$ cat config.mk
export PLATFORM = sky130hd
export DESIGN_NAME = fir_decoder
export DESIGN_NICKNAME = d
export VERILOG_FILES = /design/src/rtl/fir_decoder.sv
export SDC_FILE = /design/constraint.sdc
export NUM_CORES = 1
export LEC_CHECK = 0
export ABC_AREA = 1
export CORE_ASPECT_RATIO = 0.9
export CORE_MARGIN = 4
export CORE_UTILIZATION = 30
export CTS_CLUSTER_DIAMETER = 150
export CTS_CLUSTER_SIZE = 30
export DETAILED_ROUTE_END_ITERATION = 12
export PLACE_DENSITY = 0.58
export SYNTH_ARGS = -nofsm -noshare
export SYNTH_HDL_FRONTEND = slang
export SYNTH_SLANG_ARGS = --single-unit
$ cat constraint.sdc
create_clock -name clk -period 7.65 [get_ports clk]
set_input_delay 1.53 -clock clk [delete_from_list [all_inputs] [get_ports clk]]
set_output_delay 1.53 -clock clk [all_outputs]
set_load 0.02 [all_outputs]
$ cat src/rtl/fir_decoder.sv
// Inverse of a 3-tap FIR encoder: recovers 4-bit samples x[n] from the filtered stream y[n],
// flagging any sample that no 4-bit x[n] could have produced given the recovered history.
module fir_decoder #(
   parameter int C0          = 3,
   parameter int C1          = 4,
   parameter int C2          = 5,
   parameter int HALT_CYCLES = 2
) (
   input  logic       clk,
   input  logic       rst,
   input  logic       start,
   input  logic       halt,
   input  logic [8:0] in,
   output logic [3:0] out,
   output logic       valid,
   output logic       err,
   output logic       done
);

   typedef enum logic [1:0] {
      IDLE,
      RUN,
      FLUSH,
      DONE
   } state_e;

   localparam int CW = (HALT_CYCLES > 1) ? $clog2(HALT_CYCLES) : 1;

   state_e          state_q, state_d;
   logic   [3:0]    h1_q, h1_d;
   logic   [3:0]    h2_q, h2_d;
   logic   [3:0]    out_q, out_d;
   logic            valid_q, valid_d;
   logic            err_q, err_d;
   logic   [CW-1:0] cnt_q, cnt_d;

   int              resid;
   logic            legal;
   logic   [3:0]    x;

   // Full 32-bit signed arithmetic, so a negative residual never wraps into a legal value.
   always_comb begin
      resid = int'(in) - C1 * int'(h1_q) - C2 * int'(h2_q);
      legal = (resid >= 0) && (resid <= C0 * 15) && ((resid % C0) == 0);
      x     = legal ? 4'(resid / C0) : 4'd0;
   end

   // NOTE: every _d gets its hold value first, so no path through the case can infer a latch.
   always_comb begin
      state_d = state_q;
      h1_d    = h1_q;
      h2_d    = h2_q;
      out_d   = out_q;
      valid_d = 1'b0;
      err_d   = err_q;
      cnt_d   = cnt_q;

      case (state_q)
         IDLE: begin
            if (start) begin
               state_d = RUN;
               h1_d    = '0;
               h2_d    = '0;
               err_d   = 1'b0;
            end
         end
         RUN: begin
            if (halt) begin
               cnt_d   = '0;
               state_d = (HALT_CYCLES == 0) ? DONE : FLUSH;
            end else begin
               out_d   = x;
               valid_d = 1'b1;
               h2_d    = h1_q;
               h1_d    = x;
               if (!legal) err_d = 1'b1;
            end
         end
         FLUSH: begin
            if (cnt_q == CW'(HALT_CYCLES - 1)) state_d = DONE;
            else                                cnt_d   = cnt_q + CW'(1);
         end
         DONE:    state_d = IDLE;
         default: state_d = IDLE;
      endcase
   end

   // NOTE: sequential state uses non-blocking assignments so all registers update together.
   always_ff @(posedge clk) begin
      if (rst) begin
         state_q <= IDLE;
         h1_q    <= '0;
         h2_q    <= '0;
         out_q   <= '0;
         valid_q <= 1'b0;
         err_q   <= 1'b0;
         cnt_q   <= '0;
      end else begin
         state_q <= state_d;
         h1_q    <= h1_d;
         h2_q    <= h2_d;
         out_q   <= out_d;
         valid_q <= valid_d;
         err_q   <= err_d;
         cnt_q   <= cnt_d;
      end
   end

   assign out   = out_q;
   assign valid = valid_q;
   assign err   = err_q;
   assign done  = (state_q == DONE);

endmodule

---- Word level (Yosys, flattened, before mapping) ----
Index checks and enable logic that the tools add are counted.
storage, ports and cells
  register bits ........................... 17
  input bits .............................. 13
  word-level logic and storage cells ...... 55
cells by class
  $add $sub $neg .......................... 3
  multipliers ............................. 1
  div/mod/pow operators ................... 2
  magnitude comparators ................... 2
  equality and inequality tests ........... 8
  mux-type cells .......................... 18
  bitwise logic cells ..................... 2
  reductions and logical operators ........ 12
operators with widths
  kind                                                                       count
  32-bit by 3-bit divider with 32-bit output (second input constant)         1
  32-bit logical NOT                                                         1
  32-bit by 3-bit remainder unit with 32-bit output (second input constant)  1
  4-bit 2-to-1 mux                                                           4
  4-bit one-hot mux with 2 select lines                                      2
  11-bit by 1-bit >= comparator with 1-bit output (second input constant)    1
  11-bit by 7-bit <= comparator with 1-bit output (second input constant)    1
  10-bit by 8-bit subtractor with 11-bit output                              1
  2-bit inequality test (second input constant)                              5
  9-bit by 6-bit subtractor with 10-bit output                               1
  2-bit one-hot mux with 4 select lines                                      1
  3-bit by 4-bit multiplier with 7-bit output (first input constant)         1
  1-bit 2-to-1 mux                                                           6
  2-bit 2-to-1 mux                                                           3
  3-bit AND reduction                                                        2
  2-bit == test (second input constant)                                      2
  1-bit one-hot mux with 2 select lines                                      2
  2-bit AND reduction                                                        2
  4-bit AND reduction                                                        1
  2-bit nonzero test                                                         2
  2-bit by 1-bit == test with 1-bit output (second input constant)           1
  1-bit logical AND                                                          2
  2-bit logical NOT                                                          1
  1-bit NOT                                                                  2
  other kinds (2)                                                            2

---- Logic depth before layout (Yosys ltp) ----
  word-level depth ........................ 8
  mapped depth ............................ 56

---- Worst setup path after synthesis ----
OpenSTA, ideal clock, no wires.
  path kind ............................... input to register
  from .................................... input in[2]
  to ...................................... register h1_q[2]
  arrival time ............................ 6.861 ns
  setup slack ............................. 0.719 ns
  stages .................................. 51
  cell sequence ........................... inv_1 -> ha_1 -> fa_1 -> inv_1 -> nand2_1 -> nand2_1 -> a21oi_1 -> xor2_1 -> ha_1 -> nand2_1 -> inv_1 -> nand2_1 -> nand2_1 -> a21oi_2 -> nand3_1 -> nand2_2 -> nand3_2 -> nand2_1 -> (+15 left out) -> nand3_1 -> nand2_1 -> inv_1 -> ha_1 -> nor2_4 -> nand2_4 -> nand2_1 -> nand2_1 -> inv_1 -> ha_1 -> inv_1 -> nand4_4 -> inv_1 -> ha_1 -> nor2_1 -> xor2_1 -> nand4_1 -> a21oi_1
between the ends
  cells in the longest elaborated chain, start to end .. 8
  elaborated cells between the ends (all ways) .. 12
RTL lines
  item                                                                       RTL line  text
  start: declaration                                                         13        input logic [8:0] in,
  9-bit by 6-bit subtractor with 10-bit output (*)                           43        resid = int'(in) - C1 * int'(h1_q) - C2 * int'(h2_q);
  10-bit by 8-bit subtractor with 11-bit output (*)                          43
  32-bit by 3-bit remainder unit with 32-bit output (tied with other cells)  44        legal = (resid >= 0) && (resid <= C0 * 15) && ((resid % C0) == 0);
  32-bit logical NOT / 1-bit logical AND (equally long branches)             44
  1-bit logical AND                                                          44
  4-bit 2-to-1 mux (*)                                                       45        x = legal ? 4'(resid / C0) : 4'd0;
  4-bit 2-to-1 mux (*)                                                       68        if (halt) begin
  4-bit one-hot mux with 2 select lines (*)                                  58        case (state_q)
  end signal: assignment                                                     92        h1_q <= '0;
  end signal: assignment                                                     100       h1_q <= h1_d;
  end: declaration                                                           30        logic [3:0] h1_q, h1_d;
Mark *: on every way between the ends. The rest lies on a longest branch, timed or not. The select of a mux whose other input is x is not followed.
A chain may end at the register's enable or synchronous reset.

---- Worst setup path in the final report ----
  from .................................... input in[4]
  to ...................................... register err_q, in the netlist err
between the ends
  cells in the longest elaborated chain, start to end .. 7
  elaborated cells between the ends (all ways) .. 10
RTL lines
  item                                                                       RTL line  text
  9-bit by 6-bit subtractor with 10-bit output (*)                           43
  10-bit by 8-bit subtractor with 11-bit output (*)                          43
  32-bit by 3-bit remainder unit with 32-bit output (tied with other cells)  44
  32-bit logical NOT / 1-bit logical AND (equally long branches)             44
  1-bit logical AND (*)                                                      44
  2-bit inequality test (no source line) (*)                                 n/a
  4-bit AND reduction (no source line) (*)                                   n/a
  end signal: assignment                                                     104       err_q <= err_d;
  end: declaration                                                           34        logic err_q, err_d;
Mark *: on every way between the ends. The rest lies on a longest branch, timed or not.

==> flow_summary_export.csv <==
group,metric,value,unit
run_status,outcome,"finished, final reports clean",
synth,syn_inst,409,
synth,yosys.cell_types.count,35,
synth,synthTopCellsByArea,"nand2_1 16%, dfxtp_1 13%, ha_1 12%, inv_1 10%, nand3_1 6.5%",
layout,area_growth,32.8,%
grt,antenna_found_initial,0,
clocking,numClockSinks,17,
routing,drt-total-wl,5.86,mm
sta,slew_violations,0,
synth,synth_top_area_cell,"nand2_1",
layout,nets,499,
worst_setup_path,critical_path.max_stage_delay,510,ps
clocking,cts_tree,"done",
sta,finalCritPeriodShare,94.2,%
routing,vias,2608,
die,die_h,95.4,um
sta,slew_headroom,38.9,%
routing,first_pass_iters,4,
layout,seq_area,340,um2
clocking,clock_tree.root_cell,"clkbuf_8",
layout,design_area,3380,um2
worst_setup_path,r2r_cells,49,
worst_hold_path,hold_path_class,"register to register",
power,powerDensity,260,nW/um2
synth,syn_avg_cell_area,6.23,um2
layout,antennaDiodeCount,0,
worst_setup_path,r2r-start,"h2_q[3]",
layout,utilization,41.5,%
die,fp.dieW,105,um
synth,synthArstFlopShare,0,%
grt,grt_start_max_net_pins,16,
clocking,cts_max_level,1,
sta,max_clock_freq,139,MHz
grt,grt_usage,11.3,%
clocking,clk_latency,250,ps
clocking,numCtsBuffers,3,
synth,synth-edff-count,0,
worst_setup_path,end_kind,"register",
worst_setup_path,cpMostUsedCell,"nand2_2",
synth,ys.flop_type,"dfxtp_1",
routing,drt-initial-drc-count,64,
worst_setup_path,start_kind,"primary input",
place,placed_area,2970,um2
power,ir_drop,0.000211,V
layout,multi_input_area,2140,um2
sta,hold_viol_final,0,
routing,viasPerCell,4.68,
worst_setup_path,crit_type,"primary input to register",
grt,gr-total-overflow,0,
place,portBuffers,19,
synth,ys_ff_latch,17,
place,finalWeightedCongestion,0.813,
layout,fillers,862,
synth,syn_area,2550,um2
worst_setup_path,crit_slowest_cell,"clkdlybuf4s50_1",
power,power_leakage,1.59,nW
worst_setup_path,arrival,7350,ps
worst_setup_path,critical_path.max_fanout,9,
worst_setup_path,required,7800,ps
place,hpwlAfterDp,4.56,mm
synth,synth.net_count,449,
layout,mostFrequentLayoutCells,"95 x nand2_1, 65 x inv_1, 26 x nand3_1, 26 x nand2_2, 26 x buf_4",
synth,seq_area_frac_synth,13.4,%
clocking,clk_pin_slew_worst_paths,70,ps
die,ios,20,
routing,drc,0,
die,start_util,31.3,%
grt,first_global_vias,2344,
job,drv_cap,0,
sta,fin_skew,4.44,ps
routing,final_antenna_net_count,0,
grt,grt_pass1_wl,9.78,mm
die,core,8150,um2
die,rows,31,
worst_hold_path,hp-start,"cnt_q",
die,die-area,10000,um2
worst_hold_path,hold_depth,2,
synth,yosysTopAreaCellShare,16.4,%
synth,ys_warn_count,0,
sta,setup_viol,0,
layout,mostFrequentLayoutCell,"nand2_1",
sta,tightest_slew,907,ps
layout,drive_gt1_share,30.3,%
sta,fin_crit,7210,ps
routing,wire_per_inst,10.5,um
clocking,cts_buffer_depth,2,
worst_setup_path,startpoint,"in[4]",
-- registers in the layout, indices dropped and copies added (netlist names) --
register	flops
err	1
state_q	2
h2_q	4
valid	1
h1_q	4
cnt_q	1
out	4
-- cells in the mapped netlist (2+ instances only) --
library cell and n:
nand2_1 111, inv_1 70, nand3_1 33, ha_1 24
a21oi_1 22, dfxtp_1 17, nor2_1 16, nand2_2 15
o21ai_0 14, inv_2 13, nand4_1 13, nand3_2 12
xor2_1 8, nor2_2 4, o21ai_2 4, fa_1 3
nand2_4 3, o21ai_1 3, a21oi_2 2, buf_6 2
nand3b_1 2, nand4_4 2, nor2_4 2, o211ai_1 2
xor2_2 2
-- final timing paths --
check             slack (ps)    end
setup / recovery         440    err
hold / removal           470  cnt_q
setup reg to reg        1480    err
hold reg to reg          470  cnt_q
-- critical path: cells and delay by family --
kind,cells,cell delay [ps]
AND/OR/NAND/NOR,31,3060
buffers and inverters,9,1040
adder cells (fa/ha/maj),4,830
AO/OA/AOI/OAI,5,690
XOR/XNOR,1,170
-- area by class of cell --
class,instances,share of cell area (%)
clock buffers,3,1.22
repair buffers,47,12.1
inverters,84,9.40
well taps,99,3.66
clock inverters,1,0.148
multi-input cells,306,63.4
flip-flops and latches,17,10.1
-- report_power, final --
| part | leakage (nW) | total, W | switching (W) | internal (W) |
|---|---|---|---|---|
| logic | 1.43 | 0.000705 | 0.000421 | 0.000283 |
| clock network | 0.0255 | 0.0000661 | 0.0000300 | 0.0000361 |
| registers | 0.138 | 0.000110 | 0.00000768 | 0.000102 |
| total | 1.59 | 0.000880 | 0.000459 | 0.000421 |
-- timing repair --
item | 4_1_cts | 5_1_grt
hold buffers | 0 | 0
resized for setup | 0 | 65
endpoints found under the setup margin | 0 | 9
setup buffers | 0 | 10
-- metal layers --
| layer | vias up | track usage [%] | wire length (um) |
|---|---|---|---|
| met5 | - | 0 | 0 |
| met4 | 0 | 0.984 | 10 |
| met3 | 2 | 1.62 | 140 |
| met2 | 24 | 19.9 | 2680 |
| met1 | 1178 | 15.3 | 3030 |
| li1 | 1404 | - | - |
-- per-stage QoR --
stage	instances	power, W	setup TNS, ps	worst slack [ps]	hold WS, ps
final	557	0.000880	0	442	471
after global routing	557	0.000970	-307	-65.3	513
after CTS	546	0.000748	0	134	475
after detailed placement	542	0.000678	-609	-101	465
after global placement	542	0.000672	0	36.5	457
after floorplan	409	0.000526	0	719	444
-- kinds of logic after synthesis --
logic type | after synthesis | synth area share (%)
and+or+nand+nor | 216 | 43.2
buffers and inverters | 87 | 13.4
AOI/OAI and AO/OA | 51 | 11.5
adders and majority gates | 27 | 14.2
DFF | 17 | 13.4
xor gates and xnor gates | 11 | 4.37
Note: power is estimated with default switching activity, not from simulation.
